File: src/rtl/exe_pkg.sv
// Shared definitions for the multi-cycle execute stage:
// operation codes, FSM states and a multi-cycle op classifier.
package exe_pkg;

   localparam int EXE_CMD_LEN = 4;

   typedef enum logic [EXE_CMD_LEN-1:0] {
      CMD_ADD  = 4'd0,
      CMD_SUB  = 4'd1,
      CMD_AND  = 4'd2,
      CMD_OR   = 4'd3,
      CMD_NOR  = 4'd4,
      CMD_XOR  = 4'd5,
      CMD_SLL  = 4'd6,
      CMD_SRL  = 4'd7,
      CMD_SRA  = 4'd8,
      CMD_MUL  = 4'd9,
      CMD_DIVU = 4'd10,
      CMD_REMU = 4'd11,
      CMD_NOP  = 4'd15
   } exe_cmd_e;

   typedef enum logic {
      ST_IDLE = 1'b0,
      ST_ITER = 1'b1
   } exe_state_e;

   function automatic logic is_multi(input logic [EXE_CMD_LEN-1:0] c);
      return (c == CMD_MUL) || (c == CMD_DIVU) || (c == CMD_REMU);
   endfunction

endpackage

File: src/rtl/exe_stage_mc_fwd_mux.sv
// Forwarding mux: picks own_i (sel 0 or out of range) or fwd source k.
// Ports: sel_i select, own_i own operand, fwd_i flattened sources, data_o.
module fwd_mux #(
   parameter int WORD_LEN = 32,
   parameter int FWD_SRCS = 2,
   localparam int SEL_LEN = $clog2(FWD_SRCS + 1)
) (
   input  logic [SEL_LEN-1:0]           sel_i,
   input  logic [WORD_LEN-1:0]          own_i,
   input  logic [FWD_SRCS*WORD_LEN-1:0] fwd_i,
   output logic [WORD_LEN-1:0]          data_o
);

   always_comb begin
      data_o = own_i;
      for (int k = 1; k <= FWD_SRCS; k++) begin
         if (sel_i == SEL_LEN'(k)) begin
            data_o = fwd_i[k*WORD_LEN-1 -: WORD_LEN];
         end
      end
   end

endmodule

File: src/rtl/exe_stage_mc.sv
// Execute stage with forwarding, single-cycle ALU and iterative mul/divu/remu.
// Ports: clk/rst, in_valid+exe_cmd+operands+selects in; stall, out_valid, results out.
module exe_stage_mc
   import exe_pkg::*;
#(
   parameter int WORD_LEN = 32,
   parameter int FWD_SRCS = 2,
   localparam int SEL_LEN = $clog2(FWD_SRCS + 1)
) (
   input  logic                         clk,
   input  logic                         rst,
   input  logic                         in_valid,
   input  logic [EXE_CMD_LEN-1:0]       exe_cmd,
   input  logic [WORD_LEN-1:0]          val1,
   input  logic [WORD_LEN-1:0]          val2,
   input  logic [WORD_LEN-1:0]          st_value_in,
   input  logic [SEL_LEN-1:0]           val1_sel,
   input  logic [SEL_LEN-1:0]           val2_sel,
   input  logic [SEL_LEN-1:0]           st_val_sel,
   input  logic [FWD_SRCS*WORD_LEN-1:0] fwd_data,
   output logic                         stall,
   output logic                         out_valid,
   output logic [WORD_LEN-1:0]          alu_result,
   output logic [WORD_LEN-1:0]          st_value_out
);

   localparam int SHW  = $clog2(WORD_LEN);
   localparam int CNTW = SHW + 1;

   logic [WORD_LEN-1:0] op_a, op_b, op_st;

   fwd_mux #(.WORD_LEN(WORD_LEN), .FWD_SRCS(FWD_SRCS)) u_fwd_a (
      .sel_i(val1_sel), .own_i(val1), .fwd_i(fwd_data), .data_o(op_a));
   fwd_mux #(.WORD_LEN(WORD_LEN), .FWD_SRCS(FWD_SRCS)) u_fwd_b (
      .sel_i(val2_sel), .own_i(val2), .fwd_i(fwd_data), .data_o(op_b));
   fwd_mux #(.WORD_LEN(WORD_LEN), .FWD_SRCS(FWD_SRCS)) u_fwd_st (
      .sel_i(st_val_sel), .own_i(st_value_in), .fwd_i(fwd_data), .data_o(op_st));

   exe_state_e          state_q, state_d;
   logic [CNTW-1:0]     cnt_q, cnt_d;
   exe_cmd_e            cmd_q, cmd_d;
   // acc: product accumulator / partial remainder
   // opb: multiplicand (shifts left) / divisor
   // quo: multiplier (shifts right) / dividend-quotient shift register
   logic [WORD_LEN-1:0] acc_q, acc_d;
   logic [WORD_LEN-1:0] opb_q, opb_d;
   logic [WORD_LEN-1:0] quo_q, quo_d;
   logic [WORD_LEN-1:0] st_q, st_d;
   logic [WORD_LEN-1:0] res_q, res_d;
   logic [WORD_LEN-1:0] sto_q, sto_d;
   logic                vld_q, vld_d;

   logic [SHW-1:0]      sh;
   logic [WORD_LEN-1:0] sc_res;
   logic [WORD_LEN-1:0] acc_mul;
   logic [WORD_LEN:0]   trial;
   logic                ge;
   logic [WORD_LEN-1:0] rem_n, quo_n;

   assign sh = op_b[SHW-1:0];

   always_comb begin
      sc_res = '0;
      case (exe_cmd_e'(exe_cmd))
         CMD_ADD: sc_res = op_a + op_b;
         CMD_SUB: sc_res = op_a - op_b;
         CMD_AND: sc_res = op_a & op_b;
         CMD_OR:  sc_res = op_a | op_b;
         CMD_NOR: sc_res = ~(op_a | op_b);
         CMD_XOR: sc_res = op_a ^ op_b;
         CMD_SLL: sc_res = op_a << sh;
         CMD_SRL: sc_res = op_a >> sh;
         CMD_SRA: sc_res = $signed(op_a) >>> sh;
         default: sc_res = '0;
      endcase
   end

   // One shift-add step and one restoring-division step.
   // A zero divisor always "fits", giving all-ones quotient and
   // leaving the dividend in the remainder.
   always_comb begin
      acc_mul = acc_q + (quo_q[0] ? opb_q : '0);
      trial   = {acc_q, quo_q[WORD_LEN-1]};
      ge      = trial >= {1'b0, opb_q};
      rem_n   = trial[WORD_LEN-1:0] - (ge ? opb_q : '0);
      quo_n   = {quo_q[WORD_LEN-2:0], ge};
   end

   always_comb begin
      state_d = state_q;
      cnt_d   = cnt_q;
      cmd_d   = cmd_q;
      acc_d   = acc_q;
      opb_d   = opb_q;
      quo_d   = quo_q;
      st_d    = st_q;
      res_d   = res_q;
      sto_d   = sto_q;
      vld_d   = 1'b0;
      case (state_q)
         ST_IDLE: begin
            if (in_valid) begin
               if (is_multi(exe_cmd)) begin
                  state_d = ST_ITER;
                  cnt_d   = CNTW'(WORD_LEN);
                  cmd_d   = exe_cmd_e'(exe_cmd);
                  acc_d   = '0;
                  opb_d   = op_b;
                  quo_d   = op_a;
                  st_d    = op_st;
               end else begin
                  vld_d = 1'b1;
                  res_d = sc_res;
                  sto_d = op_st;
               end
            end
         end
         ST_ITER: begin
            cnt_d = cnt_q - 1'b1;
            if (cmd_q == CMD_MUL) begin
               acc_d = acc_mul;
               opb_d = opb_q << 1;
               quo_d = quo_q >> 1;
            end else begin
               acc_d = rem_n;
               quo_d = quo_n;
            end
            if (cnt_q == CNTW'(1)) begin
               state_d = ST_IDLE;
               vld_d   = 1'b1;
               sto_d   = st_q;
               if (cmd_q == CMD_MUL) begin
                  res_d = acc_mul;
               end else if (cmd_q == CMD_DIVU) begin
                  res_d = quo_n;
               end else begin
                  res_d = rem_n;
               end
            end
         end
         default: state_d = ST_IDLE;
      endcase
   end

   always_ff @(posedge clk) begin
      if (rst) begin
         state_q <= ST_IDLE;
         cnt_q   <= '0;
         cmd_q   <= CMD_NOP;
         acc_q   <= '0;
         opb_q   <= '0;
         quo_q   <= '0;
         st_q    <= '0;
         res_q   <= '0;
         sto_q   <= '0;
         vld_q   <= 1'b0;
      end else begin
         state_q <= state_d;
         cnt_q   <= cnt_d;
         cmd_q   <= cmd_d;
         acc_q   <= acc_d;
         opb_q   <= opb_d;
         quo_q   <= quo_d;
         st_q    <= st_d;
         res_q   <= res_d;
         sto_q   <= sto_d;
         vld_q   <= vld_d;
      end
   end

   assign stall        = (state_q == ST_ITER);
   assign out_valid    = vld_q;
   assign alu_result   = res_q;
   assign st_value_out = sto_q;

endmodule

File: config.mk
export PLATFORM = sky130hd
export DESIGN_NAME = exe_stage_mc
export DESIGN_NICKNAME = d
export VERILOG_FILES = /design/src/rtl/exe_pkg.sv /design/src/rtl/exe_stage_mc_fwd_mux.sv /design/src/rtl/exe_stage_mc.sv
export SDC_FILE = /design/constraint.sdc
export NUM_CORES = 1
export LEC_CHECK = 0
export BUFFER_PORTS_ARGS = -buffer_cell sky130_fd_sc_hd__buf_4
export CORE_MARGIN = 4
export CORE_UTILIZATION = 25
export DETAILED_ROUTE_END_ITERATION = 6
export GPL_TIMING_DRIVEN = 0
export PLACE_DENSITY = 0.51
export SLEW_MARGIN = 20
export SYNTH_ARGS = -nofsm -noshare
export SYNTH_HDL_FRONTEND = slang
export SYNTH_SLANG_ARGS = --single-unit
File: constraint.sdc
create_clock -name clk -period 6.93 [get_ports clk]
set_clock_uncertainty 0.2 [all_clocks]
set_input_delay 2.079 -clock clk [delete_from_list [all_inputs] [get_ports clk]]
set_output_delay 2.079 -clock clk [all_outputs]
set_load 0.005 [all_outputs]
==> results.yml, run 1 <==
worst_setup_path:
  end_kind: "flop"
  cp.arrival_ns: 7.17
  crit_path_max_incr_delay_ns: 0.60
  worst-r2r-cell-count: 21
  crit_path_top_delay_cell: "a2111oi_4"
  cpMostUsedCell: "buf_4"
  cp-start-kind: "primary input"
  reg2reg_slack_ns: 0.17
  rr_startpoint: "opb_q[28]"
  cp.required_ns: 7.17
  critical_path_class: "in2reg"
  critPathMaxFanout: 10
  reg2reg_to: "alu_result[28]"
global_routing:
  grt_most_used_layer: "met2"
  use_met1_pct: 36.9
  global_route.usage.met2_pct: 41.7
  grt_pass1_vias: 25900
  overflow: 0
  grtUsageTotal_pct: 27.0
  grt_pass1_wl_mm: 197
  grt_max_degree: 29
  grtUsageMet3_pct: 4.66
  antenna_found_initial: 5
finish:
  multiInputGateArea_um2: 18600
  filler_cell_count: 10500
  postLayoutCoreUtil_pct: 30.4
  synthToLayoutAreaGrowth_pct: 20.0
  nets: 3860
  fin_cells: 4763
  drive_gt1_share_pct: 14.6
  register_area_um2: 4080
power:
  power_density_nw_per_um2: 347
  peakVddDrop_uv: 1280
  cellLeakagePower_nw: 11.8
detailed_routing:
  vias_per_cell: 5.86
  drc_errors: 0
  wl_per_cell_um: 29.9
  ant_nets: 0
  dr.pass1.iters: 5
  routed_wl_mm: 142
  num_vias: 27900
  drt_iter0_drc: 3375
min_path:
  min_path_type: "reg2reg"
  hp-start: "cmd_q[3]"
  hold_depth: 1
  worstHoldEndpoint: "cmd_q[3]"
synth:
  synthesis.area_um2: 23800
  ys_warn_count: 0
  synth-edff-count: 0
  syn_inst: 3220
  synth.distinct_cells: 96
  ys_seq_elements: 204
  synth.avg_cell_area_um2: 7.39
  ys.flop_type: "dfxtp_1"
  ys_seq_area_share_pct: 17.2
  syn_nets: 3590
  synth-async-reset-ratio_pct: 0
clock_network:
  cts_inserted_buffers: 26
  clk_latency_ns: 0.59
  ctsLongestPathBuffers: 3
  clockRootBuffer: "clkbuf_16"
  cts_tree: "done"
  cts_hold_buf: 0
  htreeDepth: 1
  clk_pin_slew_worst_paths_ns: 0.06
  cts_sinks: 204
die:
  die_area_um2: 100000
  floorplan.initialDensity_pct: 25.4
  die_y_um: 317
  die_x_um: 317
  coreArea_um2: 93900
  rows: 112
  io_pins: 239
sta:
  whs_ns: 0.250
  max_freq_ghz: 0.144
  period_minus_slack_ns: 6.93
  rsz0062_at_grt: "true"
  setup_viol: 0
  relSlewSlack_pct: 18.7
  finalHoldViolCount: 0
  drv_slew: 0
  post-route-period-util_pct: 100
  timing_worst_slew_pin_value_ns: 1.22
outcome:
  status: "complete, no violations"
placed_design:
  place_congestion: 1.03
  hpwl_mm: 117
  placed_cells: 4711
  io_buffer_count: 234
flow_run:
  cap_violations: 0
==> per-stage QoR <==
stage / setup TNS (ns) / power [mW] / area, um^2 / setup WS (ns)
3_5_place_dp: -28.79 / 8.20 / 27200 / -2.43
4_1_cts: 0 / 9.64 / 28400 / 0.00143
6_report: 0 / 9.91 / 28600 / 0.00148
2_1_floorplan: 0 / 5.70 / 23800 / 0.104
5_1_grt: -0.237 / 10.3 / 28600 / -0.115
3_3_place_gp: -51.88 / 8.23 / 27100 / -3.32
==> layout by cell type (no fill, tap or decap), types with 69 or more instances in the layout <==
cell type and instances:
a21oi_1 224, dfxtp_1 204, nand2_1 348, nor2_1 408, o21ai_0 167, nor3_1 69, inv_1 95, ha_1 189
xnor2_1 76, clkbuf_1 155, a211oi_1 113, mux2i_1 251, buf_4 262
==> cells in the mapped netlist (19+ instances only) <==
library cell | instances | share of area, %
clkbuf_1 | 162 | 2.6
buf_1 | 19 | 0.30
a21o_1 | 47 | 1.5
mux2_2 | 44 | 2.1
mux2i_1 | 269 | 11
a211oi_1 | 116 | 3.7
dfxtp_1 | 204 | 17
a221oi_1 | 32 | 1.2
xor2_1 | 36 | 1.3
and2_1 | 38 | 1.0
a22oi_1 | 29 | 0.91
a31oi_1 | 29 | 0.76
buf_2 | 23 | 0.48
nor2_1 | 413 | 6.5
o22a_1 | 31 | 1.1
nor3_1 | 75 | 1.6
a2111oi_0 | 39 | 1.4
ha_1 | 194 | 10
inv_1 | 95 | 1.5
a311oi_1 | 40 | 1.5
o22ai_1 | 27 | 0.71
nand2_1 | 349 | 5.5
a21oi_1 | 225 | 4.7
xnor2_1 | 76 | 2.8
nand3_1 | 41 | 0.86
o21ai_0 | 172 | 3.6
o211ai_1 | 38 | 1.2
==> registers in the layout, summed over array words and instances (netlist names), 4 cells and up <==
signal        count
st_value_out     32
alu_result       32
opb_q            32
st_q             32
acc_q            32
cnt_q             6
quo_q            32
cmd_q             4
==> critical path, delay by kind of cell <==
| family | cells | cell delay (ns) |
|---|---|---|
| AO/OA/AOI/OAI | 9 | 2.09 |
| buffers and inverters | 8 | 1.24 |
| AND/OR/NAND/NOR | 3 | 0.52 |
| multiplexers | 2 | 0.51 |
| XOR/XNOR | 2 | 0.36 |
| adder cells (fa/ha/maj) | 1 | 0.34 |
==> routing by layer <==
metal,vias up,share of wire (%)
met2,1501,44
met4,8,5.2
li1,12400,-
met5,-,0.040
met3,315,9.4
met1,13700,42
==> worst max path at each step <==
| stage | start | end | slack [ns] | cells past startpoint |
|---|---|---|---|---|
| global placement | val2_sel[0] | alu_result[26] | -3.32 | 22 |
| finish | val2_sel[0] | alu_result[24] | 0.001 | 25 |
| global route | val2_sel[0] | alu_result[24] | -0.12 | 23 |
| CTS | val2_sel[0] | alu_result[26] | 0.001 | 23 |
| detailed placement | val2_sel[0] | alu_result[26] | -2.43 | 24 |
| floorplan | val2_sel[0] | alu_result[24] | 0.10 | 23 |
==> logic make-up (layout without fill, tap and decap cells) <==
group | Yosys count | in the layout | share of synthesized area [%]
and+or+nand+nor | 1043 | 1043 | 19.1
AOI/OAI and AO/OA | 980 | 980 | 27.8
buffers and inverters | 351 | 638 | 6.62
muxes | 333 | 333 | 14.8
DFF | 204 | 204 | 17.2
adders and majority gates | 197 | 197 | 10.4
xor gates and xnor gates | 112 | 112 | 4.12
other | 0 | 2 | 0
==> repair_timing <==
action	4_1_cts	5_1_grt
resized for setup	69	41
pin swaps	8	4
buffers inserted	12	3
setup endpoints to repair	17	15
==> power by group <==
group / switching, mW / internal, mW / leakage (nW)
registers: 0.192 / 1.31 / 1.67
clock network: 0.620 / 0.746 / 0.394
logic: 4.62 / 2.42 / 9.73
total: 5.43 / 4.48 / 11.8
==> layout make-up <==
cell class,count,share of cell area (%)
multi-input cells,2665,65.0
flip-flops and latches,204,14.3
repair buffers,252,6.65
well taps,1254,5.49
plain buffers,224,4.07
clock buffers,36,2.58
inverters,117,1.60
clock inverters,9,0.285
diodes,2,0.0175
(Power assumes the default switching activity.)
==> run 2, diff against run 1 <==
--- a/config.mk
+++ b/config.mk
@@ -10,7 +10,7 @@
 export CORE_UTILIZATION = 25
 export DETAILED_ROUTE_END_ITERATION = 6
 export GPL_TIMING_DRIVEN = 0
-export PLACE_DENSITY = 0.51
+export PLACE_DENSITY = 0.49
 export SLEW_MARGIN = 20
 export SYNTH_ARGS = -nofsm -noshare
 export SYNTH_HDL_FRONTEND = slang
==> constraint.sdc (replaced) <==
create_clock -name clk -period 7.4 [get_ports clk]
set_clock_uncertainty 0.2 [all_clocks]
set_input_delay 2.22 -clock clk [delete_from_list [all_inputs] [get_ports clk]]
set_output_delay 2.22 -clock clk [all_outputs]
set_load 0.005 [all_outputs]
==> run 2 against run 1 <==
The run now ends with DRC left. Cell count about the same. Sequential power down 7%. Largest power group unchanged. Largest cell class unchanged. Core utilization shrank 0.091 points. Clock power about the same. Non-clock buffer count unchanged. Sequential share of layout area about the same. Via count rose by 0.30%. Final area is 0.30% lower. Routed wire length grew 1.8%.
==> results.yml, run 2 (synthesis gave the netlist of run 1 again) <==
finish:
  drive_gt1_share_pct: 14.2
  postLayoutCoreUtil_pct: 30.3
  register_area_um2: 4080
  layout.cells.most_common_list: "nor2_1, nand2_1, buf_4"
  synthToLayoutAreaGrowth_pct: 19.7
  multiInputGateArea_um2: 18500
  nets: 3860
  final_common_cell: "nor2_1"
  filler_cell_count: 10500
  fin_cells: 4766
sta:
  drv_slew: 0
  finalHoldViolCount: 0
  max_freq_ghz: 0.136
  relSlewSlack_pct: 11.7
  post-route-period-util_pct: 99.4
  timing_worst_slew_pin_value_ns: 1.31
  whs_ns: 0.241
  period_minus_slack_ns: 7.35
  setup_tns_ns: 0
  rsz0062_at_grt: "true"
  setup_viol: 0
die:
  rows: 112
  die_x_um: 317
  coreArea_um2: 93900
  die_area_um2: 100000
  die_y_um: 317
  io_pins: 239
  floorplan.initialDensity_pct: 25.4
worst_setup_path:
  crit_path_max_incr_delay_ns: 0.66
  reg2reg_slack_ns: 0.66
  cpMostUsedCell: "buf_4"
  reg2reg_to: "alu_result[30]"
  critPathMaxFanout: 10
  crit_path_top_delay_cell: "a2111oi_4"
  worstPathCellList: "buf_4, clkbuf_1, nor3_2, buf_4, and2_0, clkbuf_1, a41oi_1, xnor2_1, ha_2, nand3_1, or3_1, a211oi_2, a221oi_4, buf_4, o21ai_4, a21oi_1, o21bai_1, xor2_1, a2111oi_4, o22ai_1"
  worst-r2r-cell-count: 21
  end_kind: "flop"
  rr_startpoint: "opb_q[26]"
  cp-start-kind: "primary input"
  cp.required_ns: 7.64
  cp.arrival_ns: 7.60
  critical_path_class: "in2reg"
global_routing:
  grt_max_degree: 20
  grt_pass1_vias: 25700
  grt_most_used_layer: "met2"
  global_route.usage.met2_pct: 42.4
  grtUsageMet3_pct: 6.18
  overflow: 0
  antenna_found_initial: 11
  grtUsageTotal_pct: 27.4
  grt_pass1_wl_mm: 198
  use_met1_pct: 36.6
clock_network:
  clockRootBuffer: "clkbuf_16"
  ctsLongestPathBuffers: 3
  cts_sinks: 204
  cts_inserted_buffers: 26
  cts_hold_buf: 0
  clk_pin_slew_worst_paths_ns: 0.07
  cts_tree: "done"
  htreeDepth: 1
  clk_latency_ns: 0.60
power:
  peakVddDrop_uv: 1330
  seqPwrFrac_pct: 15.1
  cellLeakagePower_nw: 11.8
  power_density_nw_per_um2: 328
  switchingPower_mw: 5.06
  clockPowerShare_pct: 15.0
  swShare_pct: 54.1
  combinationalPowerShare_pct: 69.9
  power_mw: 9.34
  power.internal_mw: 4.28
placed_design:
  hpwl_mm: 118
  placed_cells: 4712
  io_buffer_count: 234
  place_congestion: 1.05
detailed_routing:
  dr.pass1.iters: 7
  ant_nets: 0
  drc_errors: 1
  num_vias: 28000
  routed_wl_mm: 145
  drt_iter0_drc: 3336
  wl_per_cell_um: 30.4
  vias_per_cell: 5.88
outcome:
  violations: "DRC"
  status: "finished with violations"
min_path:
  hold_depth: 1
  min_path_type: "reg2reg"
  hp-start: "cmd_q[3]"
  worstHoldEndpoint: "cmd_q[3]"
flow_run:
  cap_violations: 0
run 2: worst max-delay path by stage:
stage | startpoint | end | slack [ns] | cells past startpoint
3_3_place_gp | exe_cmd[3] | alu_result[26] | -2.99 | 18
4_1_cts | val2_sel[0] | alu_result[26] | 0.003 | 22
3_5_place_dp | val2_sel[0] | alu_result[26] | -2.30 | 22
2_1_floorplan | val2_sel[0] | alu_result[24] | 0.43 | 23
5_1_grt | exe_cmd[3] | alu_result[24] | -0.06 | 20
6_report | exe_cmd[3] | alu_result[24] | 0.05 | 20
run 2: power by group through the flow:
stage	combinational [mW]	clock [mW]	sequential [mW]
floorplan	3.99	0	1.35
global placement	6.30	0	1.43
detailed placement	6.25	0	1.42
CTS	6.32	1.40	1.40
global route	6.93	1.44	1.42
finish	6.53	1.40	1.41
run 2: timing repair:
action,CTS,global route
gates resized for setup,38,20
pin swaps,5,8
hold endpoints to repair,0,0
buffers inserted,3,5
setup endpoints to repair,16,12
run 2: layer usage:
| metal | wire (um) | share of wire, % |
|---|---|---|
| met5 | 105 | 0.073 |
| met4 | 7270 | 5.0 |
| met3 | 14200 | 9.8 |
| met2 | 63100 | 44 |
| met1 | 60100 | 42 |
run 2: area by class of cell:
type                            instances  area share, %
Multi-Input combinational cell       2665           64.8
Sequential cell                       204           14.3
Timing Repair Buffer                  248           6.57
Tap cell                             1254           5.51
Buffer                                228           4.01
Clock buffer                           31           2.49
Inverter                              117           1.59
Clock inverter                         16          0.637
Antenna cell                            3         0.0264
run 2: critical path, delay by kind of cell:
family | cells | cell delay [ns]
AOI/OAI and AO/OA | 8 | 1.82
xor gates and xnor gates | 2 | 0.37
adders and majority gates | 1 | 0.43
buffers and inverters | 5 | 1.35
and+or+nand+nor | 4 | 1.38
run 2: per-stage QoR:
step	instance area (um^2)	setup WS (ns)
after global placement	27100	-2.99
after CTS	28300	0.00259
after detailed placement	27300	-2.30
after floorplan	23800	0.433
after global routing	28500	-0.0551
final	28500	0.0466
